File: src/rtl/pcm_sample_feeder.sv
// pcm_sample_feeder
//   Stereo frame FIFO sitting in front of the PCM5102 I2S DAC driver.
//   Producers push {left,right} frames over valid/ready; one frame is popped
//   onto the held left/right outputs on every rising edge of the DAC lrck.
//   An lrck rise with nothing stored is an underrun. In that case the outputs
//   either hold the last frame or mute, depending on UNDERRUN_MODE. The event
//   is recorded in a sticky flag and a saturating counter.
//
// Ports
//   clk, rst_n           system clock, synchronous active-low reset
//   in_valid/in_ready    producer handshake; in_left/in_right are the frame
//   lrck                 DAC word clock (same clock domain, already registered)
//   left/right           held samples to the DAC driver
//   sample_req           one-cycle pulse the cycle after each pop event
//   level                number of frames stored, 0..DEPTH
//   underrun             sticky underrun flag
//   underrun_cnt         saturating count of underrun pops
//   clr_status           clears underrun and underrun_cnt
module pcm_sample_feeder #(
    parameter int          DEPTH         = 8,
    parameter int          UNDERRUN_MODE = 0,
    parameter logic [15:0] MUTE_VALUE    = 16'h8000,
    parameter int          LW            = $clog2(DEPTH) + 1
) (
    input  logic          clk,
    input  logic          rst_n,
    input  logic          in_valid,
    output logic          in_ready,
    input  logic [15:0]   in_left,
    input  logic [15:0]   in_right,
    input  logic          lrck,
    output logic [15:0]   left,
    output logic [15:0]   right,
    output logic          sample_req,
    output logic [LW-1:0] level,
    output logic          underrun,
    output logic [15:0]   underrun_cnt,
    input  logic          clr_status
);

    localparam int          AW   = $clog2(DEPTH);
    localparam logic [LW-1:0] FULL = LW'(DEPTH);

    typedef struct packed {
        logic [15:0] l;
        logic [15:0] r;
    } frame_t;

    frame_t          mem [DEPTH];
    logic [AW-1:0]   wr_ptr;
    logic [AW-1:0]   rd_ptr;
    logic            lrck_q;
    logic            push;
    logic            pop_ev;
    logic            pop_ok;
    logic            pop_und;
    logic [LW-1:0]   level_next;
    frame_t          rd_frame;

    always_comb begin
        push       = in_valid & in_ready;
        pop_ev     = lrck & ~lrck_q;
        pop_ok     = pop_ev & (level != '0);
        pop_und    = pop_ev & (level == '0);
        rd_frame   = mem[rd_ptr];
        level_next = level;
        case ({push, pop_ok})
            2'b10:   level_next = level + LW'(1);
            2'b01:   level_next = level - LW'(1);
            default: level_next = level;
        endcase
    end

    // Storage has no reset; only the pointers and level decide what is valid.
    always_ff @(posedge clk) begin
        if (rst_n && push)
            mem[wr_ptr] <= frame_t'({in_left, in_right});
    end

    always_ff @(posedge clk) begin
        if (!rst_n) begin
            wr_ptr       <= '0;
            rd_ptr       <= '0;
            level        <= '0;
            in_ready     <= 1'b0;
            // Starting high means an lrck already high at release is not a rise.
            lrck_q       <= 1'b1;
            left         <= MUTE_VALUE;
            right        <= MUTE_VALUE;
            sample_req   <= 1'b0;
            underrun     <= 1'b0;
            underrun_cnt <= '0;
        end else begin
            lrck_q     <= lrck;
            sample_req <= pop_ev;
            level      <= level_next;
            // Registered ready: looks at the level after this edge.
            in_ready   <= (level_next < FULL);

            if (push)
                wr_ptr <= wr_ptr + AW'(1);

            // When level > 0 a same-cycle push writes a different slot, so
            // reading rd_ptr here never sees the incoming frame.
            if (pop_ok) begin
                left   <= rd_frame.l;
                right  <= rd_frame.r;
                rd_ptr <= rd_ptr + AW'(1);
            end else if (pop_und && UNDERRUN_MODE == 1) begin
                left  <= MUTE_VALUE;
                right <= MUTE_VALUE;
            end

            // A clear takes priority over the flag, but an underrun pop in the
            // same cycle is still counted.
            if (clr_status) begin
                underrun     <= 1'b0;
                underrun_cnt <= pop_und ? 16'd1 : 16'd0;
            end else if (pop_und) begin
                underrun <= 1'b1;
                if (underrun_cnt != 16'hFFFF)
                    underrun_cnt <= underrun_cnt + 16'd1;
            end
        end
    end

endmodule

File: config.mk
export PLATFORM = sky130hd
export DESIGN_NAME = pcm_sample_feeder
export DESIGN_NICKNAME = d
export VERILOG_FILES = /design/src/rtl/pcm_sample_feeder.sv
export SDC_FILE = /design/constraint.sdc
export NUM_CORES = 1
export LEC_CHECK = 0
export CAP_MARGIN = 20
export CELL_PAD_IN_SITES_DETAIL_PLACEMENT = 0
export CELL_PAD_IN_SITES_GLOBAL_PLACEMENT = 1
export CORE_MARGIN = 5
export CORE_UTILIZATION = 40
export DETAILED_ROUTE_END_ITERATION = 12
export PLACE_DENSITY_LB_ADDON = 0.2
export SETUP_SLACK_MARGIN = 0.05
export SLEW_MARGIN = 20
export SYNTH_ARGS = -nofsm -noshare
export SYNTH_HDL_FRONTEND = slang
export SYNTH_SLANG_ARGS = --single-unit
File: constraint.sdc
create_clock -name clk -period 7.3 [get_ports clk]
set_input_delay 1.46 -clock clk [delete_from_list [all_inputs] [get_ports clk]]
set_output_delay 1.46 -clock clk [all_outputs]
set_load 0.01 [all_outputs]
Word-level counts from Yosys, hierarchy flattened

Memories as Yosys holds them, arrays and structs flattened. A register that Yosys moved wholly into a read port is not among the register bits.
Cells that the tools add are included.
W data, S select, Z words.

$add $sub $neg: 5
Magnitude comparators: 1
Eq/ne operators: 3
Muxes and demuxes: 7
Bitwise gates (word level): 6
Reductions and logical operators: 8

Operators by type and width:

| operator                | count |
|---|---|
| $mux W16                | 3 |
| $add A16 B1 Y16 const B | 1 |
| $ne A16 B16 Y1 const B  | 1 |
| $pmux W4 S2             | 1 |
| $add A3 B1 Y3 const B   | 2 |
| $add A4 B1 Y4 const B   | 1 |
| $and A1 B1 Y1           | 4 |
| $logic_not A4 Y1        | 1 |
| $lt A4 B4 Y1 const B    | 1 |
| $reduce_bool A2 Y1      | 2 |
| $reduce_bool A4 Y1      | 1 |
| $sub A4 B1 Y4 const B   | 1 |
| $mux W1                 | 3 |
| $eq A2 B1 Y1 const B    | 1 |
| $eq A2 B2 Y1 const B    | 1 |
| $not A1 Y1              | 2 |
| $reduce_and A2 Y1       | 1 |
| $reduce_or A2 Y1        | 1 |
| $logic_and A1 B1 Y1     | 1 |
| $logic_not A1 Y1        | 1 |

Flip-flop bits (word level): 30
Memory bits (writable): 256
Input bits: 37
Output and inout port bits: 55
Memories: 1

Memories:

| name | words | bits a word | rd ports | clocked after memory_dff | wr ports | line | source |
|---|---|---|---|---|---|---|---|
| mem  | 8     | 32          | 1        | 1                        | 1        | 49   | `frame_t mem [DEPTH];` |

Logic depth before layout (Yosys ltp)

Depth after elaboration: 6
Depth in mapped cells: 12

Least setup slack after synthesis

Ideal clock, no wire load.

Path type: input port to flip-flop
Start: input port rst_n
End: memory mem[5][0] (netlist name) (enable)
Arrival time: 5.448 ns
Required time: 6.787 ns
Path slack: 1.339 ns
Stages: 4
Path buffers: 2
Path through: clkbuf_1 -> clkbuf_1 -> nand2_1 -> nor4b_1

Longest elaborated chain between the ends: 3

Ends and longest elaborated chain:

| item                          | line | source |
|---|---|---|
| start: declaration            | 26   | `input logic rst_n,` |
| $logic_and A1 B1 Y1           | 76   | `if (rst_n && push)` |
| $mux W1                       | 76   |  |
| $mux W1 (not written as such) | 77   | `mem[wr_ptr] <= frame_t'({in_left, in_right});` |
| end: declaration              | 49   |  |

No other way between the ends.

Worst setup path in the final report

Start: input port lrck
End: register in_ready

Longest elaborated chain between the ends: 5
Elaborated cells on any way between the ends: 6

Ends and longest elaborated chain:

| item                                                | line | source |
|---|---|---|
| start: declaration                                  | 31   | `input logic lrck,` |
| $and A1 B1 Y1 *                                     | 62   | `pop_ev = lrck & ~lrck_q;` |
| $and A1 B1 Y1 *                                     | 63   | `pop_ok = pop_ev & (level != '0);` |
| $eq A2 B1 Y1 / $eq A2 B2 Y1 (equally long branches) | 67   | `case ({push, pop_ok})` |
| $pmux W4 S2 *                                       | 67   |  |
| $lt A4 B4 Y1 *                                      | 98   | `in_ready <= (level_next < FULL);` |
| end signal: assignment                              | 98   |  |
| end: declaration                                    | 28   | `output logic in_ready,` |

Mark *: on every way between the ends. The rest lies on a longest branch, timed or not.
A chain may end at the register's enable or synchronous reset.

==> metrics <==
Pwr Density 263 nW/µm²; CTS H-tree depth 2; chip height 185 µm; Req. time, crit path 7.73 ns; min cycle time layout 4.19 ns; nets 818; Critical Path AT 4.62 ns; TNS Setup 0 ns; launch point of the worst path lrck; VDD IR max 0.179 mV; clk buf depth 3; GRT Total Usage 15.5%; Setup Buffers After CTS 0; layout cells sized above 1 18.5%; Rows 64; GPL Wtd Cong 0.788; clk_lat worst skew 0.52 ns; Lkg Pwr 4.54 nW; pre-CTS setup slack 2.61 ns; # diodes 0; number of global-route vias before repair 6836; num ports 92; Initial Util 40.1%; core area 30300 µm²; status completed; Num CTS Buffers 35; Final Cell Area 14800 µm²; first-iteration detailed-routing DRC count 392; PortBufs 91; worst min-delay path category reg2reg; crit share post-route 57.4%; die area 34100 µm²; crit path max fanout 64; Yosys reg bits 318; RSZ-0062 raised after global routing false; Worst R2R Start lrck_q$_SDFF_PN1_; First-pass DRT Iterations 4; r2r setup slk 4.31 ns; Yosys cell types 43; startpoint types input pin; drt total wl 26.2 mm; first-pass GRT wire length 40.1 mm; Via density 5.33; Post-Syn Instances 669; critical path type in2reg; cts repair resizes 0; root cell of the clock tree clkbuf_16; Reg2Reg Depth 9; Worst slew margin 32.0%; Yosys warning count 0; Final Max Slew Viols 0; Syn-to-layout area delta 21.2%; Slew @ Worst Pin 1.02 ns; # hold bufs at CTS 0; Syn Area/Cell 18.2 µm²; Setup violations, final 0; pin count of the biggest net entering global routing 67; DP HPWL 14.2 mm; number of synthesized flops with an enable pin 256; DRC 0; Reg clk slew, reported paths 0.06 ns; Critical R2R Capture in_ready$_SDFF_PN0_; post-synthesis sequential area ratio 73.3%; max cap viols 0; Sinks on Clock Net 318; Setup crit end in_ready$_SDFF_PN0_; Synth Cell Area 12200 µm²; Async S/R FF share, synth 0%; GRT overflow 0; DRT antenna net count 0; Clock Skew 0.0187 ns; placed instance area 13600 µm²; Final WS setup 3.11 ns; antenna violations before repair 0; total number of vias 6384; post-synth net total 713; CP endpoint kind flop; Routed WL per cell 21.9 µm; # fillers 2470; Die Width 185 µm; CTS tree built; Top FF cell, synth edfxtp_1; Hold Violations, Final 0; Fmax achieved 239 MHz
## worst max-delay path, cell delays in order
cell	delay, ns
clkdlybuf4s50_1	0.51
nor2b_1	0.47
nand2_1	0.27
inv_2	0.11
buf_4	0.55
ha_1	0.32
o21a_1	0.13
o22ai_1	0.08
a221oi_1	0.46
mux2i_1	0.24
## layer usage
metal | wire, µm | vias to the layer above | GRT usage (%) | share of wire, %
met1 | 11200 | 3256 | 20.4 | 43
met4 | 628 | 0 | 4.94 | 2.4
li1 | - | 2925 | - | -
met5 | 0 | - | 0 | 0
met3 | 1310 | 48 | 3.24 | 5.0
met2 | 13000 | 155 | 26.0 | 50
## per-stage QoR
stage               util, %  hold WS (ns)  power (mW)  instances
floorplan                 -         0.505        2.09        669
global placement       44.8         0.455        2.16       1133
detailed placement     44.8         0.470        2.16       1133
CTS                    48.6         0.483        3.93       1197
global route           48.6         0.513        4.03       1197
finish                 48.6         0.471        3.88       1197
## cells in the final DEF, fill, tap and decap left out, types with 5 or more instances in the layout
cell / netlist / final
nand2_1: 17 / 17
buf_4: 0 / 13
mux4_2: 64 / 64
or4_1: 6 / 6
nor2_1: 8 / 7
clkbuf_1: 28 / 8
o31ai_1: 7 / 7
nor2b_1: 5 / 5
nand3_1: 15 / 15
nand2b_1: 6 / 6
and2_1: 8 / 8
o21ai_0: 37 / 37
clkdlybuf4s50_1: 0 / 90
edfxtp_1: 256 / 256
mux2i_1: 34 / 34
a21oi_1: 44 / 44
nand4_1: 6 / 6
clkinv_2: 0 / 6
clkbuf_16: 0 / 36
xnor2_1: 5 / 5
clkbuf_8: 0 / 5
dfxtp_1: 62 / 59
ha_1: 7 / 7
## registers in the layout, indices dropped and copies added (netlist names), named ones only
signal / flops
rd_ptr: 3
underrun: 1
level: 3
wr_ptr: 3
sample_req: 1
right: 16
in_ready: 1
lrck_q: 1
left: 16
underrun_cnt: 16
mem: 256
## power breakdown
part           leakage [nW]  switching, mW  internal (mW)
combinational          1.16         0.0656         0.0647
sequential             2.81         0.0157           1.97
clock                 0.572          0.686           1.07
## synth_stat cells, types with 2 or more instances
cell type	n	area, µm²
mux4_2	64	1440
o41ai_1	3	26.3
o21ai_0	37	185
nand4_1	6	37.5
ha_1	7	87.6
xnor2_1	5	43.8
buf_2	7	35.0
nor2_1	8	30.0
a31oi_1	2	12.5
and2_1	8	50.1
nor4b_1	2	17.5
edfxtp_1	256	7690
nand3_1	15	75.1
a21boi_0	3	22.5
nand2b_1	6	37.5
or4_1	6	45.0
nor3_1	3	15.0
or3_1	2	12.5
nand2_1	17	63.8
a211oi_1	2	15.0
nor2b_1	5	31.3
a21oi_1	44	220
and4_1	3	26.3
xor2_1	2	17.5
mux2i_1	34	340
and3_1	3	18.8
clkbuf_1	28	105
dfxtp_1	62	1240
nand4b_1	3	26.3
nor4_4	2	42.5
nor4_1	5	31.3
inv_1	2	7.51
o31ai_1	7	52.6
## how the worst min path moves through the flow
| stage | start | to | slack, ns | depth (start not counted) |
|---|---|---|---|---|
| global placement | underrun$_SDFFE_PP0P_ | underrun$_SDFFE_PP0P_ | 0.46 | 2 |
| finish | underrun$_SDFFE_PP0P_ | underrun$_SDFFE_PP0P_ | 0.47 | 2 |
| global route | underrun$_SDFFE_PP0P_ | underrun$_SDFFE_PP0P_ | 0.51 | 2 |
| detailed placement | underrun$_SDFFE_PP0P_ | underrun$_SDFFE_PP0P_ | 0.47 | 2 |
| CTS | underrun$_SDFFE_PP0P_ | underrun$_SDFFE_PP0P_ | 0.48 | 2 |
| floorplan | underrun$_SDFFE_PP0P_ | underrun$_SDFFE_PP0P_ | 0.50 | 2 |
## cell families (layout without fill, tap and decap cells)
| group | count (synthesis) | count (layout) | synth area share (%) |
|---|---|---|---|
| flip-flops | 318 | 318 | 73.3 |
| AO/OA/AOI/OAI | 103 | 103 | 4.70 |
| multiplexers | 98 | 98 | 14.6 |
| AND/OR/NAND/NOR | 97 | 97 | 4.84 |
| buffers and inverters | 39 | 171 | 1.33 |
| adder cells (fa/ha/maj) | 7 | 7 | 0.719 |
| XOR/XNOR | 7 | 7 | 0.503 |
## layout make-up
type | count | area [µm²] | area share (%)
Tap cell | 396 | 495 | 3.36
Clock buffer | 49 | 1000 | 6.77
Clock inverter | 15 | 173 | 1.17
Sequential cell | 318 | 8940 | 60.5
Inverter | 3 | 11.3 | 0.0763
Timing Repair Buffer | 104 | 1000 | 6.80
Multi-Input combinational cell | 312 | 3140 | 21.3
No activity file was read; power rests on OpenSTA's default activity.
